`config.mk`:
```
export PLATFORM = sky130hd
export DESIGN_NAME = instr_fetch
export DESIGN_NICKNAME = d
export VERILOG_FILES = /design/src/rtl/instr_fetch.sv
export SDC_FILE = /design/constraint.sdc
export NUM_CORES = 1
export LEC_CHECK = 0
export CAP_MARGIN = 0
export CORE_MARGIN = 2
export CORE_UTILIZATION = 47
export DETAILED_ROUTE_END_ITERATION = 12
export PLACE_DENSITY_LB_ADDON = 0.15
export SYNTH_ARGS = -nofsm -noshare
export SYNTH_HDL_FRONTEND = slang
export SYNTH_SLANG_ARGS = --single-unit
```
`constraint.sdc`:
```
create_clock -name clk -period 5.3 [get_ports clk]
set_clock_uncertainty 0.15 [all_clocks]
set_input_delay 1.06 -clock clk [delete_from_list [all_inputs] [get_ports clk]]
set_output_delay 1.06 -clock clk [all_outputs]
set_load 0.01 [all_outputs]
```
`src/rtl/instr_fetch.sv`:
```
// Instruction fetch front-end: sequences the PC, drives the SPI memory reader
// request/done handshake and buffers one byte-swapped instruction for decode.
module instr_fetch #(
    parameter int unsigned            ADDR_WIDTH = 24,
    parameter logic [ADDR_WIDTH-1:0]  RESET_PC   = '0,
    parameter int unsigned            GAP_CYCLES = 1
) (
    input  logic                  clk,
    input  logic                  rst_n,
    output logic                  mem_start_fetch,
    output logic [ADDR_WIDTH-1:0] mem_address,
    input  logic [31:0]           mem_data,
    input  logic                  mem_done,
    output logic                  instr_valid,
    output logic [31:0]           instr,
    output logic [ADDR_WIDTH-1:0] instr_pc,
    input  logic                  instr_ready,
    input  logic                  redirect_valid,
    input  logic [ADDR_WIDTH-1:0] redirect_pc,
    output logic                  fetch_fault
);

    localparam int unsigned       GAP_W    = (GAP_CYCLES > 1) ? $clog2(GAP_CYCLES) : 1;
    localparam logic [GAP_W-1:0]  GAP_LAST = GAP_W'(GAP_CYCLES - 1);

    typedef enum logic [1:0] {
        S_GAP   = 2'd0,
        S_REQ   = 2'd1,
        S_FAULT = 2'd2
    } state_t;

    state_t                  state;
    logic [GAP_W-1:0]        gap_cnt;
    logic [ADDR_WIDTH-1:0]   pc;

    // The request address is the PC register itself, so it is stable through REQ.
    assign mem_address = pc;

    always_ff @(posedge clk) begin
        if (!rst_n) begin
            state           <= S_GAP;
            gap_cnt         <= '0;
            pc              <= RESET_PC;
            mem_start_fetch <= 1'b0;
            instr_valid     <= 1'b0;
            instr           <= '0;
            instr_pc        <= '0;
            fetch_fault     <= 1'b0;
        end else if (redirect_valid) begin
            // Redirect flushes everything; a coincident mem_done is dropped.
            pc              <= redirect_pc;
            instr_valid     <= 1'b0;
            mem_start_fetch <= 1'b0;
            gap_cnt         <= '0;
            if (redirect_pc[1:0] == 2'b00) begin
                state       <= S_GAP;
                fetch_fault <= 1'b0;
            end else begin
                state       <= S_FAULT;
                fetch_fault <= 1'b1;
            end
        end else begin
            // Decode consumed the buffer; a same-edge load below overrides this.
            if (instr_valid && instr_ready) begin
                instr_valid <= 1'b0;
            end

            case (state)
                S_GAP: begin
                    mem_start_fetch <= 1'b0;
                    gap_cnt         <= gap_cnt + GAP_W'(1);
                    if (gap_cnt == GAP_LAST) begin
                        state           <= S_REQ;
                        mem_start_fetch <= 1'b1;
                    end
                end

                S_REQ: begin
                    mem_start_fetch <= 1'b1;
                    // Reader holds data while start stays high, so wait for buffer space.
                    if (mem_done && (!instr_valid || instr_ready)) begin
                        instr           <= {mem_data[7:0], mem_data[15:8],
                                            mem_data[23:16], mem_data[31:24]};
                        instr_pc        <= pc;
                        instr_valid     <= 1'b1;
                        pc              <= pc + ADDR_WIDTH'(4);
                        mem_start_fetch <= 1'b0;
                        gap_cnt         <= '0;
                        state           <= S_GAP;
                    end
                end

                S_FAULT: begin
                    mem_start_fetch <= 1'b0;
                    instr_valid     <= 1'b0;
                    fetch_fault     <= 1'b1;
                end

                default: begin
                    state           <= S_GAP;
                    gap_cnt         <= '0;
                    mem_start_fetch <= 1'b0;
                end
            endcase
        end
    end

endmodule
```
## Yosys cells after proc, flatten, opt, wreduce, memory -nomap -nowiden

Index checks and enable logic that the tools add are counted.

| word-level totals | value |
|---|---|
| output and inout port bits | 83 |
| input port bits | 61 |
| word-level logic and storage cells | 52 |
| register bits | 86 |

| operators by class | value |
|---|---|
| bitwise logic cells | 3 |
| add/sub/neg operators | 2 |
| reduce and logical (&&, ||, !) cells | 14 |
| mux-type cells | 19 |
| equality and inequality tests | 6 |

Operators with widths:

| cell | number |
|---|---|
| 24-bit 2-to-1 mux | 3 |
| 24-bit by 3-bit adder with 24-bit output (second input constant) | 1 |
| 1-bit 2-to-1 mux | 8 |
| 2-bit 2-to-1 mux | 4 |
| 3-bit inequality test (second input constant) | 2 |
| 2-bit one-hot mux with 3 select lines | 1 |
| 3-bit AND reduction | 2 |
| 2-bit nonzero test | 3 |
| 2-bit zero test | 2 |
| 2-bit inequality test (second input constant) | 2 |
| 1-bit one-hot mux with 2 select lines | 2 |
| 2-bit AND reduction | 2 |
| 1-bit inverter | 3 |
| 1-bit one-hot mux with 3 select lines | 1 |
| 2-bit by 1-bit == test with 1-bit output (second input constant) | 1 |
| 2-bit == test (second input constant) | 1 |
| 1-bit logical AND | 2 |
| 2-bit OR reduction | 1 |
| 1-bit adder (second input constant) | 1 |
| 1-bit zero test | 1 |
| 1-bit logical OR | 1 |

## Depth between registers and ports, before layout

| logic depth | value |
|---|---|
| depth in word-level cells | 6 |
| mapped depth | 8 |
| gate-level depth less buffers | 6 |

## Worst setup path after synthesis

Ideal clock, no wire load.

| timing | value |
|---|---|
| path kind | input to register |
| from | input port instr_ready |
| to | register pc[21], in the netlist mem_address[21] |
| required time | 5.076 ns |
| path buffers | 2 |
| setup time | 0.074 ns |
| slack | 2.725 ns |
| data arrival time | 2.350 ns |
| cell stages on the path | 6 |
| cell sequence | nor2b_1 buf_2 or3_1 buf_2 or4_1 a31oi_1 |

| between the ends | value |
|---|---|
| cells in the longest elaborated chain, start to end | 4 |

RTL lines:

| item | RTL line | RTL |
|---|---|---|
| start: declaration | 17 | `input logic instr_ready,` |
| 1-bit logical OR | 81 | `if (mem_done && (!instr_valid \|\| instr_ready)) begin` |
| 1-bit logical AND | 81 |  |
| 2-bit nonzero test (no source line) | -- |  |
| 2-bit AND reduction (no source line) | -- |  |
| end signal: assignment | 51 | `pc <= redirect_pc;` |
| end signal: assignment | 86 | `pc <= pc + ADDR_WIDTH'(4);` |
| end: declaration | 34 | `logic [ADDR_WIDTH-1:0] pc;` |

No other way between the ends.
A chain may end at the register's enable or synchronous reset.

## Worst setup path after layout

| timing | value |
|---|---|
| from | input port mem_done |
| to | register pc[18], in the netlist mem_address[18] |

| between the ends | value |
|---|---|
| cells in the longest elaborated chain, start to end | 3 |

RTL lines:

| item | RTL line | RTL |
|---|---|---|
| start: declaration | 13 | `input logic mem_done,` |
| 1-bit logical AND | 81 |  |
| 2-bit nonzero test (no source line) | -- |  |
| 2-bit AND reduction (no source line) | -- |  |

No other way between the ends.

==> impl_metrics.tcl <==
set metrics [dict create \
    finalCritPeriodShare_pct 58.3 \
    root_buffer "clkbuf_8" \
    tns_ps 0 \
    syn_inst 445 \
    antenna_cells 0 \
    synth_ff_type "dfxtp_1" \
    fin_crit_ps 3090 \
    syn2layout_area_growth_pct 45.5 \
    gr-usage-all-layers_pct 22.5 \
    place_congestion 0.758 \
    die_x_um 93.1 \
    setup_ws_ps 2210 \
    design_area_um2 5420 \
    synth-seq-cells 86 \
    finalNetCount 638 \
    setup_violations 0 \
    grt_overflow_total 0 \
    critical_path_required_ps 5430 \
    antenna_found_initial 0 \
    hold_path.class "reg -> reg" \
    power_frac_comb_pct 12.2 \
    place.port_buffers 143 \
    min_path_cells 2 \
    yosysTopAreaCellShare_pct 46.2 \
    post_synth.cell_area_avg_um2 8.38 \
    worstHoldEndpoint "instr_pc[15]" \
    p_seq_share_pct 50.6 \
    cts_sinks 86 \
    yosys.cell_types.count 45 \
    drc 0 \
    clkLatencyLatePin_ps 360 \
    rr_worst_depth 6 \
    cp-start-kind "primary input" \
    reg2reg_from "state[1]" \
    htree_num_levels 3 \
    worstHoldStart "instr_pc[15]" \
    cts_tree "yes" \
    switching_share_pct 24.5 \
    wl_mm 9.57 \
    worstPathMaxFanout 8 \
    rsz0062_at_grt "no" \
    cts-buffers-inserted 9 \
    grt_pass1_vias 3313 \
    grt_start_max_net_pins 57 \
    cts_hold_buf 0 \
    rows 32 \
    ios 144 \
    via_per_inst 5.28 \
    crit_arrival_ps 3220 \
    outcome "finished clean" \
    synth.cell_area_um2 3730 \
    start_util_pct 48.5 \
    layout_commonest_cell "clkdlybuf4s50_1" \
    routedWlPerCell_um 14.1 \
    peakVddDrop_mv 0.161 \
    placed_area_um2 5200 \
    async_reset_ff_share_pct 0 \
    synth-seq-area-share_pct 46.2 \
    clockBufferDepth 2 \
    max-cap-violations 0 \
    power.internal_w 0.00103 \
    drt_iter0_markers 144 \
    synth_edf_count 0 \
    max_freq_ghz 0.324 \
    setup.worst_path.class "in -> reg" \
    reg2reg_to "mem_address[18]" \
    slew_violations 0 \
    ff2ff_setup_slack_ps 2830 \
    antenna_left 0 \
    p_leak_nw 1.79 \
    ff_latch_area_um2 1720 \
    via_count 3593 \
    drive_above_1_share_pct 5.54 \
    yosysWarnings 0 \
    final_core_util_pct 70.5 \
    end_kind "register" \
    clkPwrFrac_pct 37.2 \
    ctsResizeCount 0 \
    switchingPower_w 0.000335 \
    slew_headroom_pct 23.3 \
    core_um2 7690 \
    synth_area_leaders "dfxtp_1 46%, nand2_1 12%, a21boi_0 12%" \
    dpl.hpwl_mm 6.74 \
    clkTransAtPathRegs_ps 90 \
    fp.dieH_um 93.1 \
    power_density_nw_per_um2 252 \
    multi_input_area_um2 1860 \
    die_area_um2 8660 \
    post-place-ws_ps 1810 \
    synth.largest_area_cell "dfxtp_1" \
    dr.pass1.iters 4 \
    hold_viol 0 \
    fill_cells 635 \
    grt_pass1_wl_mm 15.6 \
    worst_pin_slew_ps 1140 \
    synth_fp_nets 510 \
    cts_setup_buffers 0 \
    final_cell_mix "142 x clkdlybuf4s50_1, 122 x nand2_1, 86 x dfxtp_1, 58 x a21boi_0, 24 x o21ai_0" \
]
## final cells by class
cell class	count	area share (%)
clock buffers	9	2.28
clock inverters	7	1.80
inverters	6	0.415
multi-input cells	322	34.4
flip-flops and latches	86	31.8
well taps	102	2.35
repair buffers	148	27.0
## how the worst max path moves through the flow
| stage | from | to | slack (ps) |
|---|---|---|---|
| floorplan | instr_ready | mem_address[21] | 2730 |
| global placement | instr_ready | instr_pc[18] | 1930 |
| detailed placement | mem_done | instr[1] | 1810 |
| CTS | mem_done | instr[1] | 2200 |
| global route | instr_ready | instr[3] | 2020 |
| finish | mem_done | mem_address[18] | 2210 |
## power groups by stage
stage / combinational [W] / clock [W] / sequential (W)
2_1_floorplan: 0.0000639 / 0 / 0.000709
3_3_place_gp: 0.000164 / 0 / 0.000706
3_5_place_dp: 0.000167 / 0 / 0.000707
4_1_cts: 0.000168 / 0.000518 / 0.000692
5_1_grt: 0.000182 / 0.000553 / 0.000696
6_report: 0.000167 / 0.000509 / 0.000692
## metrics by stage
step                      std cells  power (W)  hold slack [ps]
final                           680    0.00137              316
after global routing            680    0.00143              332
after CTS                       680    0.00138              319
after detailed placement        664   0.000874              307
after global placement          664   0.000870              300
after floorplan                 445   0.000773              333
## worst max-delay path, cell delays in order
cell             delay [ps]
clkdlybuf4s50_1         520
nand2_1                 200
nor4_1                 1000
a311oi_1                220
nor3b_1                 220
## registers in the layout, indices dropped and copies added (netlist names)
name and count:
fetch_fault 1, gap_cnt 1, instr 32, instr_pc 24, instr_valid 1, mem_address 24, mem_start_fetch 1, state 2
## cells by family (layout without fill, tap and decap cells)
kind of cell             count (synthesis)  in the layout  synth area share (%)
AND/OR/NAND/NOR                        193            193                  24.8
AO/OA/AOI/OAI                          119            119                  22.1
flip-flops                              86             86                  46.2
buffers and inverters                   37            170                  4.06
adder cells (fa/ha/maj)                  4              4                  1.34
XOR/XNOR                                 4              4                 0.940
multiplexers                             2              2                 0.537
## cell usage after synthesis, types with 6 or more instances
cell,number
a21boi_0,58
a21oi_1,6
a31oi_1,13
and2_1,6
clkbuf_1,25
dfxtp_1,86
inv_1,6
nand2_1,122
nand3_1,12
nand4_1,8
o21ai_0,24
o31ai_1,7
or3_1,6
or4_1,6
## metal layers
metal,vias up,wire length (um),track usage [%],part of all wire [%]
met5,-,0,0,0
met4,0,205,8.95,2.1
met3,17,602,5.64,6.3
met2,95,4600,37.7,48
met1,1667,4160,27.9,43
li1,1814,-,-,-
(Power assumes the default switching activity.)
